[src/rtl/output_port_bank.sv]
// output_port_bank: CH independent WIDTH-bit output registers with write/set/clear/toggle ops and read-back.
// Define OUTPORT_PULSE_EN to add a per-channel one-shot timer that auto-clears its channel.
module output_port_bank #(
    parameter int CH      = 4,
    parameter int WIDTH   = 10,
    parameter int PULSE_W = 16
) (
    input  logic                  clk,
    input  logic                  rst_n,
    input  logic                  nce,
    input  logic                  we,
    input  logic [8:0]            addr,
    input  logic [31:0]           d_in,
    output logic [31:0]           d_out,
    output logic [CH*WIDTH-1:0]   pins
);
    localparam int CHW = $clog2(CH);

    localparam logic [1:0] OP_WRITE  = 2'b00;
    localparam logic [1:0] OP_SET    = 2'b01;
    localparam logic [1:0] OP_CLEAR  = 2'b10;
    localparam logic [1:0] OP_TOGGLE = 2'b11;

    logic [WIDTH-1:0] r_ch [CH];
    logic [31:0]      r_dout;

    logic [1:0]       w_op;
    logic [CHW-1:0]   w_chan;
    logic             w_region;
    logic             w_wr;
    logic             w_rd;
    logic [WIDTH-1:0] w_data;
    logic [CH-1:0]    w_port_hit;
    logic [CH-1:0]    w_tmr_hit;
    logic [31:0]      w_port_rd;
    logic [31:0]      w_tmr_rd;
    logic             w_unused;

    function automatic logic [WIDTH-1:0] apply_op(
        input logic [WIDTH-1:0] cur,
        input logic [WIDTH-1:0] d,
        input logic [1:0]       op
    );
        case (op)
            OP_WRITE:  apply_op = d;
            OP_SET:    apply_op = cur | d;
            OP_CLEAR:  apply_op = cur & ~d;
            OP_TOGGLE: apply_op = cur ^ d;
            default:   apply_op = cur;
        endcase
    endfunction

    assign w_op      = addr[1:0];
    assign w_chan    = addr[2 +: CHW];
    assign w_region  = addr[2+CHW];
    assign w_wr      = !nce && we;
    assign w_rd      = !nce && !we;
    assign w_data    = d_in[WIDTH-1:0];
    assign w_port_rd = 32'(r_ch[w_chan]);
    // Upper address bits and unused data bits are don't-care on this bus.
    assign w_unused  = ^{addr, d_in, PULSE_W};

    // Per-channel write strobes for the port and timer regions.
    always_comb begin
        w_port_hit = '0;
        w_tmr_hit  = '0;
        for (int c = 0; c < CH; c++) begin
            if (w_wr && (w_chan == CHW'(c))) begin
                w_port_hit[c] = !w_region;
                w_tmr_hit[c]  = w_region;
            end else begin
                w_port_hit[c] = 1'b0;
                w_tmr_hit[c]  = 1'b0;
            end
        end
    end

`ifdef OUTPORT_PULSE_EN
    logic [PULSE_W-1:0] r_tmr [CH];

    assign w_tmr_rd = 32'(r_tmr[w_chan]);

    // One-shot timers: reload on a timer write, otherwise count down to zero.
    always_ff @(negedge clk) begin
        if (!rst_n) begin
            for (int c = 0; c < CH; c++) r_tmr[c] <= '0;
        end else begin
            for (int c = 0; c < CH; c++) begin
                if (w_tmr_hit[c]) begin
                    r_tmr[c] <= d_in[PULSE_W-1:0];
                end else if (r_tmr[c] != '0) begin
                    r_tmr[c] <= r_tmr[c] - PULSE_W'(1);
                end else begin
                    r_tmr[c] <= r_tmr[c];
                end
            end
        end
    end
`else
    assign w_tmr_rd = 32'd0;
`endif

    // Channel registers; a bus write beats the timer auto-clear on the same edge.
    always_ff @(negedge clk) begin
        if (!rst_n) begin
            for (int c = 0; c < CH; c++) r_ch[c] <= '0;
        end else begin
            for (int c = 0; c < CH; c++) begin
                if (w_port_hit[c]) begin
                    r_ch[c] <= apply_op(r_ch[c], w_data, w_op);
`ifdef OUTPORT_PULSE_EN
                end else if ((r_tmr[c] == PULSE_W'(1)) && !w_tmr_hit[c]) begin
                    r_ch[c] <= '0;
`endif
                end else begin
                    r_ch[c] <= r_ch[c];
                end
            end
        end
    end

    // Registered read-back; holds between reads.
    always_ff @(negedge clk) begin
        if (!rst_n) begin
            r_dout <= 32'd0;
        end else if (w_rd) begin
            r_dout <= w_region ? w_tmr_rd : w_port_rd;
        end else begin
            r_dout <= r_dout;
        end
    end

    for (genvar g = 0; g < CH; g++) begin : g_pins
        assign pins[g*WIDTH +: WIDTH] = r_ch[g];
    end

    assign d_out = r_dout;

endmodule

[config.mk]
export PLATFORM = sky130hd
export DESIGN_NAME = output_port_bank
export DESIGN_NICKNAME = d
export VERILOG_FILES = /design/src/rtl/output_port_bank.sv
export SDC_FILE = /design/constraint.sdc
export NUM_CORES = 1
export LEC_CHECK = 0
export BUFFER_PORTS_ARGS = -buffer_cell sky130_fd_sc_hd__buf_2
export CAP_MARGIN = 25
export CORE_ASPECT_RATIO = 0.5
export CORE_MARGIN = 2
export CORE_UTILIZATION = 40
export DETAILED_ROUTE_END_ITERATION = 8
export SYNTH_ARGS = -nofsm -noshare
export SYNTH_HDL_FRONTEND = slang
export SYNTH_SLANG_ARGS = --single-unit
export TNS_END_PERCENT = 5
[constraint.sdc]
create_clock -name clk -period 4.2 [get_ports clk]
set_clock_uncertainty 0.1 [all_clocks]
set_input_delay 0.84 -clock clk [delete_from_list [all_inputs] [get_ports clk]]
set_output_delay 0.84 -clock clk [all_outputs]
set_load 0.05 [all_outputs]
* Word-level counts from Yosys, hierarchy flattened
Memories as Yosys holds them, arrays and structs flattened. Index checks and enable logic that the tools add are counted.
Storage, ports and cells: input port bits 45, memories 1, logic and storage cells 90, bits in writable memories 40, output and inout port bits 72, register bits 32
Cells by class: bitwise gates (word level) 21, mux-type cells 50, equal/unequal tests 6, reduce and logical (&&, ||, !) cells 11
Memories:
- r_ch | depth 4, width 10, read ports 5, clocked after memory_dff 0, wr ports 4, line 24 | logic [WIDTH-1:0] r_ch [CH];
Operator list (number):
- $mux W10 | 17
- $pmux W10 S4 | 4
- $and A10 B10 Y10 | 4
- $or A10 B10 Y10 | 4
- $xor A10 B10 Y10 | 4
- $mux W1 | 29
- $not A10 Y10 | 1
- $eq A2 B2 Y1 const B | 4
- $or A1 B1 Y1 | 8
- $logic_and A1 B1 Y1 | 6
- $eq A2 B1 Y1 const B | 2
- $logic_not A2 Y1 | 2
- $logic_not A1 Y1 | 3

* Longest topological paths before layout
Gate-level depths: netlist of run 1.
depth after elaboration 9, mapped depth 5, mapped depth without buffers 5

==> results of run 1 <==
area by class of cell:
class,count,area (um^2)
Clock buffer,5,125
Tap cell,145,181
Inverter,56,210
Multi-Input combinational cell,293,2650
Fill cell,1040,5450
Sequential cell,50,1400
Timing Repair Buffer,108,731
Clock inverter,52,199
layer usage:
layer  global-route usage  part of all wire  wire length, um  vias to the layer above
li1                     -                 -                -                     1772
met1                0.241              0.46             5030                     1725
met2                0.289              0.47             5070                       91
met3               0.0551             0.058              626                       10
met4               0.0587            0.0088               95                        0
met5                    0                 0                0                        -
cells by family (layout without fill, tap and decap cells):
kind of cell    after synthesis  count (layout)  synth area share
buf+inv                     109             221             0.120
other cells                   1              22          0.000838
compound gates               95              95             0.163
mux                          15              15            0.0822
simple gates                 81              81            0.0973
flops                        50              50             0.313
fa+ha+maj                    80              80             0.224
sequential cells by signal (all words and copies together), names as in the netlist:
signal  flops
r_ch       40
d_out      10
cells in the mapped netlist, drive strengths merged:
cell / count
nand2: 28
nor4b: 1
a211o: 25
nor2b: 10
and2: 5
o21ai: 3
nand3: 1
nand4: 1
and3: 25
nor2: 10
o211ai: 26
dfxtp: 10
edfxtp: 40
o21a: 1
o31ai: 2
o211a: 1
ha: 80
mux4: 15
a211oi: 18
clkbuf: 9
conb: 1
a22o: 10
buf: 43
a21oi: 9
inv: 57
layout by cell type (no fill, tap or decap), types with 10 or more instances in the layout:
cell | Yosys | final
inv_1 | 57 | 106
buf_2 | 18 | 67
nor2b_1 | 10 | 10
a211oi_1 | 18 | 18
a22o_1 | 10 | 10
o211ai_1 | 26 | 26
ha_1 | 80 | 80
buf_4 | 23 | 34
conb_1 | 1 | 22
nor2_1 | 10 | 10
a211o_1 | 25 | 25
nand2_1 | 28 | 28
and3_1 | 25 | 25
edfxtp_1 | 40 | 40
dfxtp_1 | 10 | 10
power by group through the flow:
stage	clock [W]	combinational, W	sequential [W]
4_1_cts	0.000624	0.000475	0.000612
6_report	0.000600	0.000471	0.000612
3_3_place_gp	0.0000728	0.000462	0.000617
2_1_floorplan	0.0000728	0.000263	0.000714
5_1_grt	0.000673	0.000519	0.000616
3_5_place_dp	0.0000728	0.000473	0.000618
worst max path at each step:
| stage | endpoint | slack [ps] | cells after the start |
|---|---|---|---|
| final | pins[36] | 50 | 1 |
| after global routing | pins[19] | 10 | 1 |
| after CTS | pins[33] | 60 | 1 |
| after detailed placement | r_ch[2][0]$_SDFFCE_NN0P_ | -270 | 5 |
| after global placement | r_ch[2][0]$_SDFFCE_NN0P_ | -250 | 5 |
| after floorplan | r_ch[0][0]$_SDFFCE_NN0P_ | -120 | 4 |
metrics by stage:
stage	hold slack, ps	area (um^2)	setup TNS (ps)	utilization	power [W]
floorplan	667	4590	-1350	-	0.00105
global placement	357	5170	-8300	0.473	0.00115
detailed placement	359	5170	-9240	0.473	0.00116
CTS	371	5500	0	0.502	0.00171
global route	384	5500	0	0.502	0.00181
finish	369	5500	0	0.502	0.00168
==> key figures, run 1 <==
Min path
  • Worst Hold Depth: 1
  • Hold Crit Start: d_out[0]$_SDFFE_NN0P_
  • Hold endpoint: d_out[0]$_SDFFE_NN0P_
  • Hold crit path type: register to register

Route
  • Vias: 3598
  • DRT Pass-1 Iters: 4
  • WL final: 10800 um
  • Iteration-0 DRC Markers: 245
  • WL/cell: 15.3 um
  • Residual DRC: 0
  • Vias/cell: 5.07
  • DRT antenna net count: 0

Floorplan
  • # rows: 27
  • Starting Density: 0.409
  • # IOs: 117
  • Die Width: 154 um
  • Die ar.: 12100 um^2
  • Die Ht: 78.8 um
  • Core footprint: 10900 um^2

GRT
  • Largest net degree at the start of global routing: 43
  • Total track usage: 0.183
  • Vias in the first global route: 3459
  • First-pass GRT wire length: 17600 um
  • Total grt overflow: 0
  • Initial antenna violation count: 0

Outcome
  • Status: complete, no violations

Clock network
  • CTS Buf Count: 5
  • H-tree depth: 2
  • Post-CTS Hold Buffers: 0
  • CTS Root Cell: clkbuf_16
  • Cts repair resizes: 0
  • CTS tree: done
  • Post-CTS Repair Setup Buffers: 0
  • Clk buf depth: 2
  • CTS clk-pin slew, worst paths: 50 ps
  • CTS sink count: 50
  • Clk Latency, worst-skew pair: 380 ps

Setup path
  • Reg2Reg Launch Point: r_ch[1][8]$_SDFFCE_NN0P_
  • Critical path launch point type: register
  • RR Endpoint: r_ch[1][8]$_SDFFCE_NN0P_
  • Crit path max-delay family: flip-flops
  • WS Path Type: register to output port
  • Crit-path cells: buf_2
  • Max FO, Critical Path: 4
  • CP endpoint kind: output port
  • Data arrival time of the critical path: 3210 ps
  • CP max stage delay: 430 ps
  • Worst path required time: 3260 ps
  • Buffers and inverters on the worst path: 1
  • Reg2reg setup slack: 2480 ps
  • CP max-delay cell: edfxtp_1
  • Critical Path Source: r_ch[3][6]$_SDFFCE_NN0P_
  • FF-to-FF path depth: 4

Layout
  • Non-filler instance count after layout: 709
  • Final net count: 689
  • Diode count: 0
  • Layout area overhead: 22.8%
  • Layout cells sized above 1: 0.227

Power
  • Static leakage: 2.92 nW
  • PD cells: 306 nW/um^2
  • Switching power: 0.000665 W
  • Gate power share: 0.280
  • Worst vdd ir: 0.000167 V
  • Internal: 0.00102 W
  • Sequential group share of total power: 0.364
  • Sw Share: 0.395
  • Clock share of power: 0.356

Placement
  • Placed cells: 653
  • Pre-CTS WS: -270 ps
  • Dpl hpwl: 7400 um
  • I/O Buffers: 68
  • RePlAce Congestion: 0.762

STA
  • Setup-failing EPs final: 0
  • Final worst slack: 52.4 ps
  • Slew Viols, Final: 0
  • Final Hold Viols: 0
  • Worst-Margin Slew: 626 ps
  • RSZ-0062 raised after global routing: false
  • Slew margin rel.: 0.583

Logic synthesis
  • Area leader, netlist: edfxtp_1
  • Seq/Total Area, Yosys: 0.313
  • Seq cells post-synth: 50
  • Main area contributors after synthesis: edfxtp_1 27%, ha_1 22%, a211o_1 4.9%
  • Synth unique cells: 30
  • Gate Count Post-Synth: 431
  • Yosys top cell area share: 0.268
  • Cell Area, Synth: 4480 um^2
  • Synthesized area per cell: 10.4 um^2
  • YS warnings: 0

Run
  • Max_cap viols: 0
No activity file was read; power rests on OpenSTA's default activity.
==> run 2: changes to the inputs <==
CELL_PAD_IN_SITES_DETAIL_PLACEMENT = 0   (was not set)
CELL_PAD_IN_SITES_GLOBAL_PLACEMENT = 1   (was not set)
PLACE_DENSITY_LB_ADDON = 0.1   (was not set)
==> key figures, run 2 (synthesis results as in run 1) <==
Setup path
  • Buffers and inverters on the worst path: 1
  • Critical path launch point type: register
  • CP max stage delay: 430 ps
  • Data arrival time of the critical path: 3210 ps
  • CP endpoint kind: output port
  • Crit-path cells: buf_2
  • RR Endpoint: r_ch[3][0]$_SDFFCE_NN0P_
  • Worst path required time: 3260 ps
  • Reg2Reg Launch Point: r_ch[3][0]$_SDFFCE_NN0P_
  • Critical Path Source: r_ch[3][1]$_SDFFCE_NN0P_
  • Crit path max-delay family: flip-flops
  • CP max-delay cell: edfxtp_1
  • Max FO, Critical Path: 4
  • WS Path Type: register to output port
  • FF-to-FF path depth: 4
  • Reg2reg setup slack: 2500 ps

STA
  • Slew Viols, Final: 0
  • RSZ-0062 raised after global routing: false
  • Worst-Margin Slew: 670 ps
  • Setup TNS Final: 0 ps
  • Slew margin rel.: 0.553
  • Final worst slack: 54.1 ps
  • Setup-failing EPs final: 0
  • Final Hold Viols: 0

GRT
  • Vias in the first global route: 3426
  • Largest net degree at the start of global routing: 42
  • First-pass GRT wire length: 18300 um
  • Total track usage: 0.193
  • Total grt overflow: 0
  • Initial antenna violation count: 0

Clock network
  • Clk buf depth: 2
  • CTS Buf Count: 5
  • H-tree depth: 2
  • CTS tree: done
  • CTS clk-pin slew, worst paths: 30 ps
  • CTS Root Cell: clkbuf_16
  • Post-CTS Repair Setup Buffers: 0
  • Cts repair resizes: 0
  • CTS sink count: 50
  • Clk Latency, worst-skew pair: 370 ps
  • Post-CTS Hold Buffers: 0

Layout
  • Layout area overhead: 23.6%
  • Most common cell after layout, fill and taps aside: inv_1
  • Max FFs per register: 40
  • Commonest non-fill, non-tap cells in the layout: 108 x inv_1, 80 x ha_1, 66 x buf_2
  • Reg with most FFs: r_ch
  • Final net count: 689
  • Diode count: 0
  • Layout cells sized above 1: 0.223

Route
  • DRT antenna net count: 0
  • Iteration-0 DRC Markers: 196
  • WL final: 11300 um
  • Vias/cell: 5.07
  • Vias: 3594
  • Residual DRC: 0
  • WL/cell: 16.0 um
  • DRT Pass-1 Iters: 4

Floorplan
  • Core footprint: 10900 um^2
  • # rows: 27
  • Die Ht: 78.8 um
  • Die ar.: 12100 um^2
  • # IOs: 117
  • Die Width: 154 um
  • Starting Density: 0.409

Min path
  • Hold Crit Start: d_out[3]$_SDFFE_NN0P_
  • Hold endpoint: d_out[3]$_SDFFE_NN0P_
  • Worst Hold Depth: 1
  • Hold crit path type: register to register

Power
  • PD cells: 303 nW/um^2
  • Power Total: 0.00168 W
  • Worst vdd ir: 0.000136 V
  • Static leakage: 2.94 nW

Placement
  • I/O Buffers: 68
  • Pre-CTS WS: -235 ps
  • Dpl hpwl: 8040 um
  • RePlAce Congestion: 0.744

Outcome
  • Status: complete, no violations

Run
  • Max_cap viols: 0
[run 2: cell types whose count changed in the layout (fill, tap and decap cells not counted), sizes merged]
cell,before,now
clkinvlp,1,0
inv,107,108
buf,108,107
clkbuf,5,6
[run 2: worst max path at each step]
stage	depth (start not counted)	end	slack [ps]
global placement	6	r_ch[0][0]$_SDFFCE_NN0P_	-220
CTS	1	pins[2]	30
global route	1	pins[12]	4
finish	1	pins[31]	50
detailed placement	6	r_ch[0][0]$_SDFFCE_NN0P_	-240
floorplan	4	r_ch[0][0]$_SDFFCE_NN0P_	-120
[run 2: power breakdown]
group | switching (W) | internal (W) | total, W | leakage, nW
registers | 0.0000352 | 0.000578 | 0.000613 | 0.490
logic | 0.000314 | 0.000165 | 0.000479 | 2.12
clock network | 0.000307 | 0.000277 | 0.000584 | 0.339
[run 2: layer usage]
layer | track usage | wire [um]
met4 | 0.0743 | 95
met1 | 0.280 | 5880
met2 | 0.262 | 4650
met3 | 0.0644 | 714
met5 | 0 | 0
[run 2: metrics by stage]
stage / cells / instance area, um^2 / util / hold WS [ps]
2_1_floorplan: 452 / 4590 / - / 667
3_3_place_gp: 653 / 5210 / 0.476 / 353
3_5_place_dp: 653 / 5210 / 0.476 / 358
4_1_cts: 709 / 5530 / 0.505 / 370
5_1_grt: 709 / 5530 / 0.505 / 378
6_report: 709 / 5530 / 0.505 / 366
[run 2: final cells by class]
class | instances | area, um^2
fill | 1037 | 5410
multi-input combinational | 293 | 2650
sequential | 50 | 1400
timing repair buffer | 108 | 771
inverter | 56 | 210
clock inverter | 52 | 195
tap | 145 | 181
clock buffer | 5 | 125
==> run 3: changes to the inputs <==
REMOVE_ABC_BUFFERS = 1   (was not set)
==> key figures, run 3 (synthesis results as in run 1) <==
Outcome
  • Status: complete, no violations

Min path
  • Worst Hold Depth: 1
  • Hold endpoint: d_out[3]$_SDFFE_NN0P_
  • Hold Crit Start: d_out[3]$_SDFFE_NN0P_
  • Hold crit path type: register to register

Setup path
  • Crit-path cells: buf_2
  • Worst path required time: 3260 ps
  • CP max-delay cell: edfxtp_1
  • Levels on crit path: 1
  • Data arrival time of the critical path: 3220 ps
  • Buffers and inverters on the worst path: 1
  • Reg2reg setup slack: 2440 ps
  • FF-to-FF path depth: 4
  • CP max stage delay: 430 ps
  • WS Path Type: register to output port
  • Crit path max-delay family: flip-flops
  • RR Endpoint: r_ch[2][0]$_SDFFCE_NN0P_
  • Max FO, Critical Path: 4
  • Critical path launch point type: register
  • CP endpoint kind: output port
  • Reg2Reg Launch Point: r_ch[2][0]$_SDFFCE_NN0P_

Clock network
  • Post-CTS Hold Buffers: 0
  • CTS Root Cell: clkbuf_16
  • Post-CTS Repair Setup Buffers: 0
  • CTS tree: done
  • CTS clk-pin slew, worst paths: 50 ps
  • Clk buf depth: 2
  • CTS sink count: 50
  • Clk Latency, worst-skew pair: 380 ps
  • CTS Buf Count: 5
  • Cts repair resizes: 0
  • H-tree depth: 2

Floorplan
  • # IOs: 117
  • Starting Density: 0.409
  • # rows: 27
  • Die Width: 154 um
  • Die ar.: 12100 um^2
  • Core footprint: 10900 um^2
  • Die Ht: 78.8 um

Power
  • Gate power share: 0.272
  • Static leakage: 3.01 nW
  • Sequential group share of total power: 0.347
  • Power Total: 0.00176 W
  • Clock share of power: 0.380
  • PD cells: 313 nW/um^2
  • Worst vdd ir: 0.000137 V
  • Internal: 0.00109 W
  • Switching power: 0.000664 W
  • Sw Share: 0.378

STA
  • WHS: 364 ps
  • Slew margin rel.: 0.592
  • RSZ-0062 raised after global routing: false
  • Final Hold Viols: 0
  • Slew Viols, Final: 0
  • Worst-Margin Slew: 612 ps
  • Setup-failing EPs final: 0

Layout
  • Most common cell after layout, fill and taps aside: inv_1
  • Multi-input gate area: 2630 um^2
  • Register Area: 1400 um^2
  • Layout area overhead: 25.6%
  • Diode count: 0
  • Max FFs per register: 40
  • Final net count: 704
  • Final-layout fill cell count: 1059
  • Layout cells sized above 1: 0.247
  • Commonest non-fill, non-tap cells in the layout: 106 x inv_1, 80 x ha_1, 67 x buf_2
  • Reg with most FFs: r_ch

Run
  • Max_cap viols: 0

Route
  • DRT Pass-1 Iters: 4
  • DRT antenna net count: 0
  • Residual DRC: 0
  • WL/cell: 15.1 um
  • Iteration-0 DRC Markers: 168
  • WL final: 10900 um
  • Vias/cell: 4.95
  • Vias: 3590

GRT
  • Initial antenna violation count: 0
  • Total track usage: 0.187
  • Vias in the first global route: 3562
  • Total grt overflow: 0
  • Largest net degree at the start of global routing: 30
  • First-pass GRT wire length: 17900 um

Placement
  • I/O Buffers: 68
  • RePlAce Congestion: 0.752
  • Dpl hpwl: 7700 um
[run 3: stage by stage]
step	std cells	TNS [ps]	util	instance area, um^2	setup slack (ps)
2_1_floorplan	400	-13130	-	4230	-345
3_3_place_gp	668	-7350	0.481	5270	-245
3_5_place_dp	668	-7970	0.481	5270	-276
4_1_cts	725	0	0.514	5620	47.7
5_1_grt	725	0	0.514	5620	5.27
6_report	725	0	0.514	5620	42.7
[run 3: how the worst max path moves through the flow]
stage | start | end | slack [ps]
2_1_floorplan | addr[4] | r_ch[0][0]$_SDFFCE_NN0P_ | -340
3_3_place_gp | d_in[0] | r_ch[2][0]$_SDFFCE_NN0P_ | -240
3_5_place_dp | d_in[0] | r_ch[2][0]$_SDFFCE_NN0P_ | -280
4_1_cts | r_ch[3][1]$_SDFFCE_NN0P_ | pins[31] | 50
5_1_grt | r_ch[3][1]$_SDFFCE_NN0P_ | pins[31] | 5
6_report | r_ch[3][1]$_SDFFCE_NN0P_ | pins[31] | 40
[run 3: layer usage]
layer / wire (um) / global-route usage / up-vias / part of all wire
met3: 450 / 0.0540 / 10 / 0.041
met2: 4700 / 0.292 / 82 / 0.43
met1: 5700 / 0.255 / 1685 / 0.52
met4: 74 / 0.0486 / 0 / 0.0068
li1: - / - / 1813 / -
met5: 0 / 0 / - / 0
[run 3: final cells by class]
| cell class | count | share of cell area |
|---|---|---|
| clock buffers | 5 | 0.0223 |
| well taps | 145 | 0.0323 |
| clock inverters | 53 | 0.0418 |
| inverters | 56 | 0.0374 |
| multi-input cells | 293 | 0.467 |
| repair buffers | 123 | 0.150 |
| flip-flops and latches | 50 | 0.249 |
[run 3: power groups by stage]
stage / combinational, W / clock (W) / sequential, W
finish: 0.000479 / 0.000669 / 0.000610
global route: 0.000527 / 0.000748 / 0.000614
CTS: 0.000484 / 0.000698 / 0.000611
detailed placement: 0.000482 / 0.0000728 / 0.000617
global placement: 0.000475 / 0.0000728 / 0.000616
floorplan: 0.000208 / 0.0000728 / 0.000714
[run 3: worst reg2reg max path, delay by kind of cell, from the launching register on]
family                   cells  cell delay [ps]
flip-flops                   1              440
adder cells (fa/ha/maj)      1              230
AND/OR/NAND/NOR              1              170
multiplexers                 1              460
buffers and inverters        1              100
